===== config.mk =====
export PLATFORM = sky130hd
export DESIGN_NAME = sb_slice
export DESIGN_NICKNAME = d
export VERILOG_FILES = /design/src/rtl/sb_slice.sv
export SDC_FILE = /design/constraint.sdc
export NUM_CORES = 1
export LEC_CHECK = 0
export BUFFER_PORTS_ARGS = -buffer_cell sky130_fd_sc_hd__buf_4
export CORE_UTILIZATION = 48
export DETAILED_ROUTE_END_ITERATION = 10
export GPL_TIMING_DRIVEN = 1
export HOLD_SLACK_MARGIN = 0.02
export PLACE_DENSITY = 0.76
export SLEW_MARGIN = 25
export SYNTH_ARGS = -nofsm -noshare
export SYNTH_HDL_FRONTEND = slang
export SYNTH_SLANG_ARGS = --single-unit

===== constraint.sdc =====
create_clock -name clk -period 3.2 [get_ports clk]
set_input_delay 0.16 -clock clk [delete_from_list [all_inputs] [get_ports clk]]
set_output_delay 0.16 -clock clk [all_outputs]
set_load 0.05 [all_outputs]

===== src/rtl/sb_slice.sv =====
// rtl/sb_slice.sv - sb bus register slice with per-channel bypass, forward-register or skid-buffer stages
// sb_stage is one valid/ready stage; sb_slice wires four of them onto the AR, R, W and B channels.

module sb_stage #(
  parameter int MODE = 2,
  parameter int PW   = 32
) (
  input  logic          clk,
  input  logic          rst_n,
  input  logic          up_valid,
  output logic          up_ready,
  input  logic [PW-1:0] up_data,
  output logic          dn_valid,
  input  logic          dn_ready,
  output logic [PW-1:0] dn_data,
  output logic          idle
);

  typedef enum logic [1:0] {
    EMPTY = 2'd0,
    ONE   = 2'd1,
    TWO   = 2'd2
  } state_t;

  generate
    if (MODE == 0) begin : g_bypass
      logic unused_clk_rst;
      assign unused_clk_rst = clk ^ rst_n;
      assign dn_valid = up_valid;
      assign dn_data  = up_data;
      assign up_ready = dn_ready;
      assign idle     = 1'b1;
    end else if (MODE == 1) begin : g_fwd
      logic          full_q;
      logic [PW-1:0] data_q;
      logic          up_hs;
      logic          dn_hs;

      assign up_ready = ~full_q | dn_ready;
      assign up_hs    = up_valid & up_ready;
      assign dn_hs    = full_q & dn_ready;

      always_ff @(posedge clk or negedge rst_n) begin
        if (!rst_n) begin
          full_q <= 1'b0;
          data_q <= '0;
        end else if (up_hs) begin
          full_q <= 1'b1;
          data_q <= up_data;
        end else if (dn_hs) begin
          full_q <= 1'b0;
        end
      end

      assign dn_valid = full_q;
      assign dn_data  = data_q;
      assign idle     = ~full_q;
    end else begin : g_skid
      state_t        state_q, state_d;
      logic          ready_q;
      logic [PW-1:0] main_q, main_d;
      logic [PW-1:0] skid_q, skid_d;
      logic          main_full;
      logic          up_hs;
      logic          dn_hs;

      assign main_full = (state_q != EMPTY);
      assign up_hs     = up_valid & ready_q;
      assign dn_hs     = main_full & dn_ready;

      always_comb begin
        state_d = state_q;
        main_d  = main_q;
        skid_d  = skid_q;
        case (state_q)
          EMPTY: begin
            if (up_hs) begin
              state_d = ONE;
              main_d  = up_data;
            end
          end
          ONE: begin
            if (up_hs && dn_hs) begin
              main_d = up_data;
            end else if (up_hs) begin
              state_d = TWO;
              skid_d  = up_data;
            end else if (dn_hs) begin
              state_d = EMPTY;
            end
          end
          TWO: begin
            // ready_q is low here, so only the downstream side can move
            if (dn_hs) begin
              state_d = ONE;
              main_d  = skid_q;
            end
          end
          default: state_d = EMPTY;
        endcase
      end

      always_ff @(posedge clk or negedge rst_n) begin
        if (!rst_n) begin
          state_q <= EMPTY;
          ready_q <= 1'b1;
          main_q  <= '0;
          skid_q  <= '0;
        end else begin
          state_q <= state_d;
          ready_q <= (state_d != TWO);
          main_q  <= main_d;
          skid_q  <= skid_d;
        end
      end

      assign up_ready = ready_q;
      assign dn_valid = main_full;
      assign dn_data  = main_q;
      assign idle     = ~main_full;
    end
  endgenerate

endmodule

module sb_slice #(
  parameter int AW      = 32,
  parameter int DW      = 32,
  parameter int AR_MODE = 2,
  parameter int R_MODE  = 2,
  parameter int W_MODE  = 2,
  parameter int B_MODE  = 2
) (
  input  logic            clk,
  input  logic            rst_n,
  input  logic            sb_arvalid_m,
  output logic            sb_arready_m,
  input  logic [AW-1:0]   sb_araddr_m,
  output logic            sb_rvalid_m,
  input  logic            sb_rready_m,
  output logic [DW-1:0]   sb_rdata_m,
  input  logic            sb_wvalid_m,
  output logic            sb_wready_m,
  input  logic [AW-1:0]   sb_waddr_m,
  input  logic [DW-1:0]   sb_wdata_m,
  input  logic [DW/8-1:0] sb_wstrb_m,
  output logic            sb_bvalid_m,
  input  logic            sb_bready_m,
  output logic            sb_bresp_m,
  output logic            sb_arvalid_s,
  input  logic            sb_arready_s,
  output logic [AW-1:0]   sb_araddr_s,
  input  logic            sb_rvalid_s,
  output logic            sb_rready_s,
  input  logic [DW-1:0]   sb_rdata_s,
  output logic            sb_wvalid_s,
  input  logic            sb_wready_s,
  output logic [AW-1:0]   sb_waddr_s,
  output logic [DW-1:0]   sb_wdata_s,
  output logic [DW/8-1:0] sb_wstrb_s,
  input  logic            sb_bvalid_s,
  output logic            sb_bready_s,
  input  logic            sb_bresp_s,
  output logic            idle
);

  localparam int SW  = DW / 8;
  localparam int WPW = AW + DW + SW;

  logic           ar_idle, r_idle, w_idle, b_idle;
  logic [WPW-1:0] w_dn_data;

  sb_stage #(.MODE(AR_MODE), .PW(AW)) u_ar (
    .clk      (clk),
    .rst_n    (rst_n),
    .up_valid (sb_arvalid_m),
    .up_ready (sb_arready_m),
    .up_data  (sb_araddr_m),
    .dn_valid (sb_arvalid_s),
    .dn_ready (sb_arready_s),
    .dn_data  (sb_araddr_s),
    .idle     (ar_idle)
  );

  // R and B travel slave -> master, so the slave side is upstream
  sb_stage #(.MODE(R_MODE), .PW(DW)) u_r (
    .clk      (clk),
    .rst_n    (rst_n),
    .up_valid (sb_rvalid_s),
    .up_ready (sb_rready_s),
    .up_data  (sb_rdata_s),
    .dn_valid (sb_rvalid_m),
    .dn_ready (sb_rready_m),
    .dn_data  (sb_rdata_m),
    .idle     (r_idle)
  );

  sb_stage #(.MODE(W_MODE), .PW(WPW)) u_w (
    .clk      (clk),
    .rst_n    (rst_n),
    .up_valid (sb_wvalid_m),
    .up_ready (sb_wready_m),
    .up_data  ({sb_waddr_m, sb_wdata_m, sb_wstrb_m}),
    .dn_valid (sb_wvalid_s),
    .dn_ready (sb_wready_s),
    .dn_data  (w_dn_data),
    .idle     (w_idle)
  );

  assign {sb_waddr_s, sb_wdata_s, sb_wstrb_s} = w_dn_data;

  sb_stage #(.MODE(B_MODE), .PW(1)) u_b (
    .clk      (clk),
    .rst_n    (rst_n),
    .up_valid (sb_bvalid_s),
    .up_ready (sb_bready_s),
    .up_data  (sb_bresp_s),
    .dn_valid (sb_bvalid_m),
    .dn_ready (sb_bready_m),
    .dn_data  (sb_bresp_m),
    .idle     (b_idle)
  );

  assign idle = ar_idle & r_idle & w_idle & b_idle;

endmodule


## Word level (Yosys, flattened, before mapping)

Index checks and enable logic that the tools add are counted.

| word-level totals | value |
|---|---|
| output and inout bits | 142 |
| register bits | 278 |
| word-level logic and storage cells | 123 |
| input bits | 143 |

| cells by class | value |
|---|---|
| equality and inequality tests | 24 |
| reduce and logical (&&, ||, !) cells | 24 |
| muxes and demuxes | 40 |
| bitwise logic cells | 19 |

Operator list:

| cell | number |
|---|---|
| 2-to-1 mux 68 bit | 3 |
| one-hot mux 68 bit (3 select lines) | 1 |
| 2-to-1 mux 32 bit | 6 |
| one-hot mux 32 bit (3 select lines) | 2 |
| 2-to-1 mux 2 bit | 20 |
| inequality test 2 x 1 -> 1 bit, second input constant | 12 |
| one-hot mux 2 bit (3 select lines) | 4 |
| AND reduction 4 bit | 4 |
| AND reduction 3 bit | 4 |
| nonzero test 3 bit | 4 |
| AND 1 bit | 11 |
| == test 2 x 1 -> 1 bit, second input constant | 4 |
| == test 2 bit, second input constant | 4 |
| logical NOT 2 bit | 4 |
| inequality test 2 bit, second input constant | 4 |
| inverter 1 bit | 8 |
| nonzero test 2 bit | 4 |
| logical AND 1 bit | 4 |
| 2-to-1 mux 1 bit | 3 |
| one-hot mux 1 bit (3 select lines) | 1 |

## Depth between registers and ports, before layout

Gate-level depths: netlist (run 1).

| depth | value |
|---|---|
| depth in word-level cells | 7 |
| depth in mapped cells | 7 |

## By module

Synthesis (run 1) repeated with hierarchy kept, for this count alone.

| unflattened totals | value |
|---|---|
| cell total of the unflattened synthesis | 810 |
| area total of the unflattened synthesis | 11737.5 um^2 |

Modules (own cells, without submodules):

| module | area each (um^2) | cells each | times used | seq. area each (um^2) |
|---|---|---|---|---|
| sb_stage (u_w) | 5833.1 | 395 | 1 | 3479.6 |
| sb_stage (u_ar ...) | 2812.7 | 195 | 2 | 1677.9 |
| sb_stage (u_b) | 270.3 | 24 | 1 | 126.4 |
| sb_slice | 8.8 | 1 | 1 | 0.0 |

## Worst setup path after synthesis (run 1)

No wires, ideal clock.

| timing | value |
|---|---|
| path type | reg2out |
| from | register u_w.g_skid.state_q[1] |
| to | output idle |
| required time | 3040 ps |
| cell stages (with the launch flop) | 4 |
| arrival | 2407 ps |
| setup slack | 633 ps |
| path through | dfrtp_1 > buf_6 > or2_2 > nor4_1 |

| on the way | value |
|---|---|
| cells in the longest elaborated chain, start to end | 4 |

RTL lines:

| element | RTL line | RTL |
|---|---|---|
| start, declared | 59 | `state_t state_q, state_d;` |
| start signal, assigned | 110 | `state_q <= state_d;` |
| nonzero test 2 bit | 67 | `assign main_full = (state_q != EMPTY);` |
| via sb_wvalid_s | 156 | `output logic sb_wvalid_s,` |
| inverter 1 bit | 120 | `assign idle = ~main_full;` |
| AND 1 bit (2 in series) | 224 | `assign idle = ar_idle & r_idle & w_idle & b_idle;` |
| end, declared | 164 | `output logic idle` |

The timed path passes the listed nets, and every way through them passes these cells.

## Worst setup path in the final report (run 1)

| timing | value |
|---|---|
| from | register u_w.g_skid.ready_q (netlist: u_w.up_ready) |
| to | register u_w.g_skid.skid_q[64] |

| on the way | value |
|---|---|
| cells in the longest elaborated chain, start to end | 4 |

RTL lines:

| element | RTL line | RTL |
|---|---|---|
| start, declared | 60 | `logic ready_q;` |
| start signal, assigned | 111 | `ready_q <= (state_d != TWO);` |
| AND 1 bit * | 68 | `assign up_hs = up_valid & ready_q;` |
| logical AND 1 bit | 83 | `if (up_hs && dn_hs) begin` |
| inverter 1 bit (no line) | - |  |
| AND reduction 3 bit (no line) * | - |  |
| end signal, assigned | 113 | `skid_q <= skid_d;` |
| end, declared | 62 | `logic [PW-1:0] skid_q, skid_d;` |

Mark *: on every way between the ends. The rest lies on a longest branch, timed or not.
A chain may end at the register's enable or synchronous reset.

==> impl_metrics.csv, run 1 <==
group,metric,value,unit
logic_synthesis,yosysWarnings,0,
logic_synthesis,syn_avg_cell_area,15.55,um^2
global_routing,grt.total_usage,0.2138,
sta,min_period,2.184,ns
layout,nNetsFinal,1361,
setup_path,cp_cell_sequence,"nand2_1, nor3b_4, buf_4, mux2_2",
layout,final_cell_mix,"303 x buf_4, 297 x mux2_2, 274 x dfrtp_1, 141 x dlygate4sd3_1, 100 x mux2_1",
clock_network,cts-resized-gates,0,
logic_synthesis,ys_types,32,
global_routing,grt_pass1_vias,8510,
die,std_cell_rows,57,
logic_synthesis,syn_area,12180,um^2
routing,vias,7954,
sta,hold_slack,0.09574,ns
routing,drtAntennaViolNets,0,
pwr,total_power,17.81,mW
layout,antennaDiodeCount,0,
routing,totalWireLength,27430,um
logic_synthesis,yosysSeqAreaShare,0.5717,
clock_network,clock_path_buffers,3,
routing,first_pass_iters,4,
clock_network,cts_tree,"built",
routing,drt_iter0_drc,301,
sta,tns,0,ns
die,die_w,161.3,um
layout,final_common_cell,"buf_4",
placement,dp_hpwl,17410,um
logic_synthesis,synth-seq-cells,278,
sta,rsz0062_at_grt,"no",
die,die_area,26010,um^2
setup_path,critPathArrivalTime,2.60,ns
logic_synthesis,synth.net_count,926,
global_routing,grt_max_degree,82,
global_routing,grt_pass1_wl,44910,um
routing,wl_per_cell,17.55,um
clock_network,clkTransAtPathRegs,0.06,ns
sta,slew_headroom,0.5096,
worst_hold_path,hold_class,"input pin to flip-flop",
die,core,24600,um^2
setup_path,cp_top_family,"buffers and inverters",
routing,drc,0,
sta,worstMarginPinSlew,0.7356,ns
routing,viasPerCell,5.089,
pwr,power.density,1045,nW/um^2
setup_path,slowest_stage,"buf_4",
setup_path,path_class,"flip-flop to flip-flop",
placement,port_buffers,284,
setup_path,critical_path.max_fanout,48,
sta,fin_skew,0.009418,ns
clock_network,htree_levels,1,
clock_network,cts-root-buf,"clkbuf_16",
global_routing,antenna_found_initial,0,
setup_path,crit_path_start_kind,"flip-flop",
clock_network,postCtsSetupRepairBufs,0,
setup_path,cp_num_buf_inv,1,
setup_path,cp.required,3.62,ns
clock_network,ctsHoldBuffers,141,
run_status,outcome,"completed",
setup_path,slowest_delay,0.60,ns
placement,gp_congestion,0.7439,
setup_path,end_kind,"flip-flop",
sta,fin_crit_sh,0.6825,
logic_synthesis,synthCells,783,
sta,maxSlewViolCount,0,
die,io_pins,285,
pwr,power.leakage,7.567,nW
sta,finalHoldViolCount,0,
layout,drive_gt1_frac,0.5359,
sta,max_freq,457.9,MHz
layout,area_delta_synth_final,39.94,%
clock_network,numClockSinks,278,
die,initial_utilization,0.4949,
pwr,peakVddDrop,0.8124,mV
global_routing,grt_overflow,0,
clock_network,clock_latency,0.54,ns
die,die_h,161.3,um
sta,finalSetupViolations,0,
run,drv_cap,0,
clock_network,numCtsBuffers,29,
[stage by stage]
step	utilization	setup slack (ns)	cells	cell area, um^2
floorplan	-	0.6328	783	12180
global placement	0.5955	1.053	1370	14650
detailed placement	0.5955	0.9812	1370	14650
CTS	0.6926	0.9689	1563	17040
global route	0.6926	0.8654	1563	17040
finish	0.6926	1.016	1563	17040
[logic make-up (layout without fill, tap and decap cells)]
logic type / after synthesis / count (layout) / synth area share
AND/OR/NAND/NOR: 38 / 38 / 0.02148
multiplexers: 401 / 401 / 0.3704
AO/OA/AOI/OAI: 17 / 17 / 0.01058
flip-flops: 278 / 278 / 0.5717
buffers and inverters: 49 / 505 / 0.02579
[flip-flops by register name, summed over array words and instances, names as in the netlist]
register,flops
u_r.g_skid.state_q,2
u_b.dn_data,1
u_w.dn_data,68
u_b.g_skid.state_q,2
u_r.g_skid.skid_q,32
u_ar.dn_data,32
u_b.up_ready,1
u_w.up_ready,1
u_r.dn_data,32
u_ar.up_ready,1
u_w.g_skid.state_q,2
u_ar.g_skid.skid_q,32
u_ar.g_skid.state_q,2
u_r.up_ready,1
u_w.g_skid.skid_q,68
u_b.g_skid.skid_q,1
[routing by layer]
layer  part of all wire  GRT usage  routed length (um)  up-vias
li1                   -          -                   -     3710
met5                  0          0                   0        -
met2               0.50     0.3781               13810      196
met3              0.046    0.03749                1270       46
met1               0.42     0.2670               11580     4002
met4              0.028    0.06389                 777        0
[cell type report]
cell class | count | area (um^2)
fillers | 1667 | 7565
flip-flops and latches | 278 | 6962
multi-input cells | 456 | 4932
repair buffers | 447 | 3741
clock buffers | 41 | 840.8
well taps | 324 | 405.4
clock inverters | 11 | 136.4
inverters | 6 | 22.52
[cell usage after synthesis]
cell | n | area (um^2)
a311oi_1 | 1 | 8.760
a21oi_1 | 4 | 20.02
nor4bb_1 | 2 | 20.02
and3b_1 | 1 | 8.760
and2b_1 | 1 | 7.510
buf_4 | 6 | 45.04
nand2_1 | 6 | 22.52
mux2_2 | 297 | 3344
buf_2 | 26 | 130.1
a221oi_1 | 1 | 8.760
nand3b_1 | 1 | 7.510
nand2b_1 | 4 | 25.02
clkbuf_1 | 1 | 3.750
or2_2 | 3 | 18.77
buf_6 | 10 | 112.6
a211o_1 | 2 | 17.52
and4b_1 | 2 | 20.02
dfstp_2 | 4 | 105.1
mux2_1 | 100 | 1126
o22ai_1 | 2 | 12.51
a21o_1 | 3 | 22.52
mux2i_1 | 4 | 40.04
o21a_1 | 1 | 7.510
nor3b_2 | 3 | 37.54
nor2_1 | 3 | 11.26
nor2b_1 | 7 | 43.79
o31ai_4 | 1 | 21.27
o21ai_0 | 2 | 10.01
nor4_1 | 2 | 12.51
dfrtp_1 | 274 | 6857
nand4b_1 | 3 | 26.28
inv_1 | 6 | 22.52
[final timing paths]
kind                            cells past startpoint  slack, ns                     to             startpoint
max in group asynchronous                           3       2.15        u_w.dn_data[25]                  rst_n
worst max-delay path                                4       1.02  u_w.g_skid.skid_q[64]           u_w.up_ready
worst min register to register                      1       0.48  u_w.g_skid.skid_q[65]  u_w.g_skid.skid_q[65]
worst max register to register                      4       1.02  u_w.g_skid.skid_q[64]           u_w.up_ready
min in group asynchronous                           2       0.20        u_w.dn_data[60]                  rst_n
worst min-delay path                                4        0.1  u_b.g_skid.state_q[0]            sb_bvalid_s
[power breakdown]
part / internal (mW) / switching [mW]
registers: 5.29 / 0.930
logic: 3.22 / 4.94
clock network: 2.06 / 1.37
[worst register-to-register path: cells and delay by family, from the launching register on]
family	cells	cell delay [ns]
mux	1	0.43
simple gates	2	0.51
flops	1	0.54
buf+inv	1	0.60
No activity file was read; power rests on OpenSTA's default activity.
==> run 2: changes to the inputs <==
- ABC_AREA: not set -> 1
- clock period: 3.2 -> 2.27 ns (I/O delays scaled with it)
==> impl_metrics.csv, run 2 <==
group,metric,value,unit
global_routing,grt_max_degree,79,
routing,dr_wl_met3,3226,um
logic_synthesis,synth.net_count,1810,
setup_path,slowest_delay,0.57,ns
layout,nNetsFinal,2205,
routing,drc,0,
logic_synthesis,synthArstFlopShare,1.000,
clock_network,numClockSinks,278,
clock_network,clock_latency,0.55,ns
pwr,p_int,13.83,mW
routing,first_pass_iters,7,
routing,dr_wl_met2,18610,um
layout,seqCellArea,6963,um^2
routing,route.layer.met1.wl,16060,um
setup_path,slowest_stage,"dlygate4sd3_1",
layout,area_delta_synth_final,39.22,%
logic_synthesis,yosysSeqAreaShare,0.5487,
global_routing,grt_pass1_wl,62330,um
logic_synthesis,yosysWarnings,0,
worst_hold_path,hold_class,"input pin to flip-flop",
global_routing,grt.total_usage,0.2853,
setup_path,timing.rr.start,"u_b.up_ready",
setup_path,regToRegEndpoint,"u_b.g_skid.skid_q",
sta,tns,0,ns
die,die_w,164.6,um
setup_path,end_kind,"flip-flop",
die,io_pins,285,
logic_synthesis,synth_ff_type,"dfrtp_1",
routing,viasPerCell,5.309,
placement,port_buffers,284,
routing,vias,12850,
layout,antennaDiodeCount,0,
layout,fin_area,17660,um^2
pwr,seqPwrFrac,0.330,
pwr,total_power,26.40,mW
routing,top_layer,"met5",
clock_network,cts-resized-gates,0,
routing,drtAntennaViolNets,0,
setup_path,reg2regPathDepth,6,
setup_path,reg2reg_slack,0.11,ns
setup_path,crit_path_start_kind,"flip-flop",
die,core,25980,um^2
pwr,power.density,1495,nW/um^2
logic_synthesis,synth-seq-cells,278,
logic_synthesis,synthCells,1667,
setup_path,critPathArrivalTime,2.64,ns
sta,final.setup.worst_slack,0.1140,ns
setup_path,cp_cell_sequence,"nand2_1, nor2_1, nand3_1, dlygate4sd3_1, nand2_1, dlygate4sd3_1",
sta,worstMarginPinSlew,0.8065,ns
logic_synthesis,synth_top_cells_by_count,"894 x nand2_1, 339 x nand3_1, 274 x dfrtp_1, 59 x clkbuf_1, 43 x buf_2",
placement,dpl_cell_area,15200,um^2
run,drv_cap,0,
logic_synthesis,yosysTopAreaCellShare,0.5404,
die,std_cell_rows,59,
placement,place_ws,0.4480,ns
clock_network,cts-root-buf,"clkbuf_16",
layout,multi_input_area,5195,um^2
setup_path,cp-startpoint,"u_b.up_ready",
logic_synthesis,syn_area,12690,um^2
pwr,p_sw,12.57,mW
sta,finalSetupViolations,0,
logic_synthesis,ys_types,17,
setup_path,endpoint,"u_b.g_skid.skid_q",
clock_network,postCtsSetupRepairBufs,0,
logic_synthesis,synthTopCellsByArea,"dfrtp_1 54%, nand2_1 26%, nand3_1 13%",
layout,final_core_util,0.6798,
routing,drt_iter0_drc,1186,
setup_path,cp_top_family,"buffers and inverters",
sta,fin_crit_sh,0.9498,
clock_network,clock_path_buffers,3,
sta,slew_headroom,0.4623,
pwr,p_clk_frac,0.181,
routing,wl_per_cell,16.03,um
setup_path,critical_path.max_fanout,3,
placement,dp_hpwl,22580,um
layout,n_fill_cell,2025,
logic_synthesis,synth_area_leader_cell,"dfrtp_1",
pwr,netSwitchingFraction,0.4761,
pwr,combinationalPowerShare,0.489,
clock_network,cts_tree,"built",
layout,final_common_cell,"nand2_1",
placement,dp.cells,2214,
clock_network,htree_levels,1,
setup_path,path_class,"flip-flop to flip-flop",
die,initial_utilization,0.4883,
layout,layoutNonFillerInstCount,2421,
sta,min_period,2.156,ns
global_routing,grt_overflow,0,
setup_path,cp_num_buf_inv,2,
sta,hold_slack,0.1158,ns
layout,drive_gt1_frac,0.1884,
sta,maxSlewViolCount,0,
run_status,outcome,"completed",
logic_synthesis,yosysMostFrequentCell,"nand2_1",
sta,fin_skew,0.007681,ns
sta,finalHoldViolCount,0,
layout,final_cell_mix,"890 x nand2_1, 339 x nand3_1, 317 x buf_4, 273 x dfrtp_1, 150 x dlygate4sd3_1",
sta,rsz0062_at_grt,"no",
pwr,peakVddDrop,1.331,mV
pwr,power.leakage,9.741,nW
global_routing,grt_pass1_vias,12380,
placement,gp_congestion,0.8203,
setup_path,cp.depth,6,
routing,totalWireLength,38820,um
logic_synthesis,synth_edf_count,0,
global_routing,antenna_found_initial,1,
die,die_h,164.6,um
logic_synthesis,syn_avg_cell_area,7.612,um^2
clock_network,numCtsBuffers,31,
die,die_area,27090,um^2
clock_network,clkTransAtPathRegs,0.06,ns
setup_path,cp.required,2.76,ns
clock_network,ctsHoldBuffers,150,
sta,max_freq,463.8,MHz
[run 2: worst min path at each step]
stage / from / endpoint / slack (ns) / depth (start not counted)
6_report: sb_wready_s / u_w.g_skid.skid_q[41] / 0.12 / 5
5_1_grt: sb_wready_s / u_w.g_skid.skid_q[44] / 0.11 / 5
4_1_cts: sb_wready_s / u_w.g_skid.skid_q[39] / 0.1 / 5
3_3_place_gp: rst_n / u_w.g_skid.skid_q[14] / 0.16 / 1
3_5_place_dp: rst_n / u_w.g_skid.skid_q[14] / 0.15 / 1
2_1_floorplan: rst_n / u_ar.dn_data[0] / -0.18 / 0
[run 2: final cells by class]
class	count	area share
clock buffer	46	0.04994
clock inverter	11	0.004817
inverter	17	0.003612
multi-input combinational	1258	0.2941
sequential	278	0.3942
tap	335	0.02373
timing repair buffer	476	0.2296
[run 2: cells by family (layout without fill, tap and decap cells)]
logic type / after synthesis / count (layout) / share of synthesized area
buffers and inverters: 131 / 550 / 0.04388
flip-flops: 278 / 278 / 0.5487
AND/OR/NAND/NOR: 1252 / 1252 / 0.4051
AO/OA/AOI/OAI: 6 / 6 / 0.002366
[run 2: worst reg2reg max path, stage by stage, from the launching register on]
cell and delay [ns]:
dfstp_2 0.53, nand2_1 0.07, nor2_1 0.20, nand3_1 0.11, dlygate4sd3_1 0.57, nand2_1 0.07
dlygate4sd3_1 0.54
[run 2: power by group through the flow]
stage	registers [mW]	logic, mW	clock network (mW)
after floorplan	12.4	4.69	0
after global placement	8.64	12.3	0
after detailed placement	8.70	12.5	0
after CTS	8.66	12.8	4.84
after global routing	8.96	13.9	5.05
final	8.72	12.9	4.77
[run 2: routing by layer]
metal / up-vias / GRT usage
met5: - / 0
met4: 2 / 0.08882
met3: 80 / 0.05098
met2: 595 / 0.4729
met1: 6106 / 0.3807
li1: 6070 / -
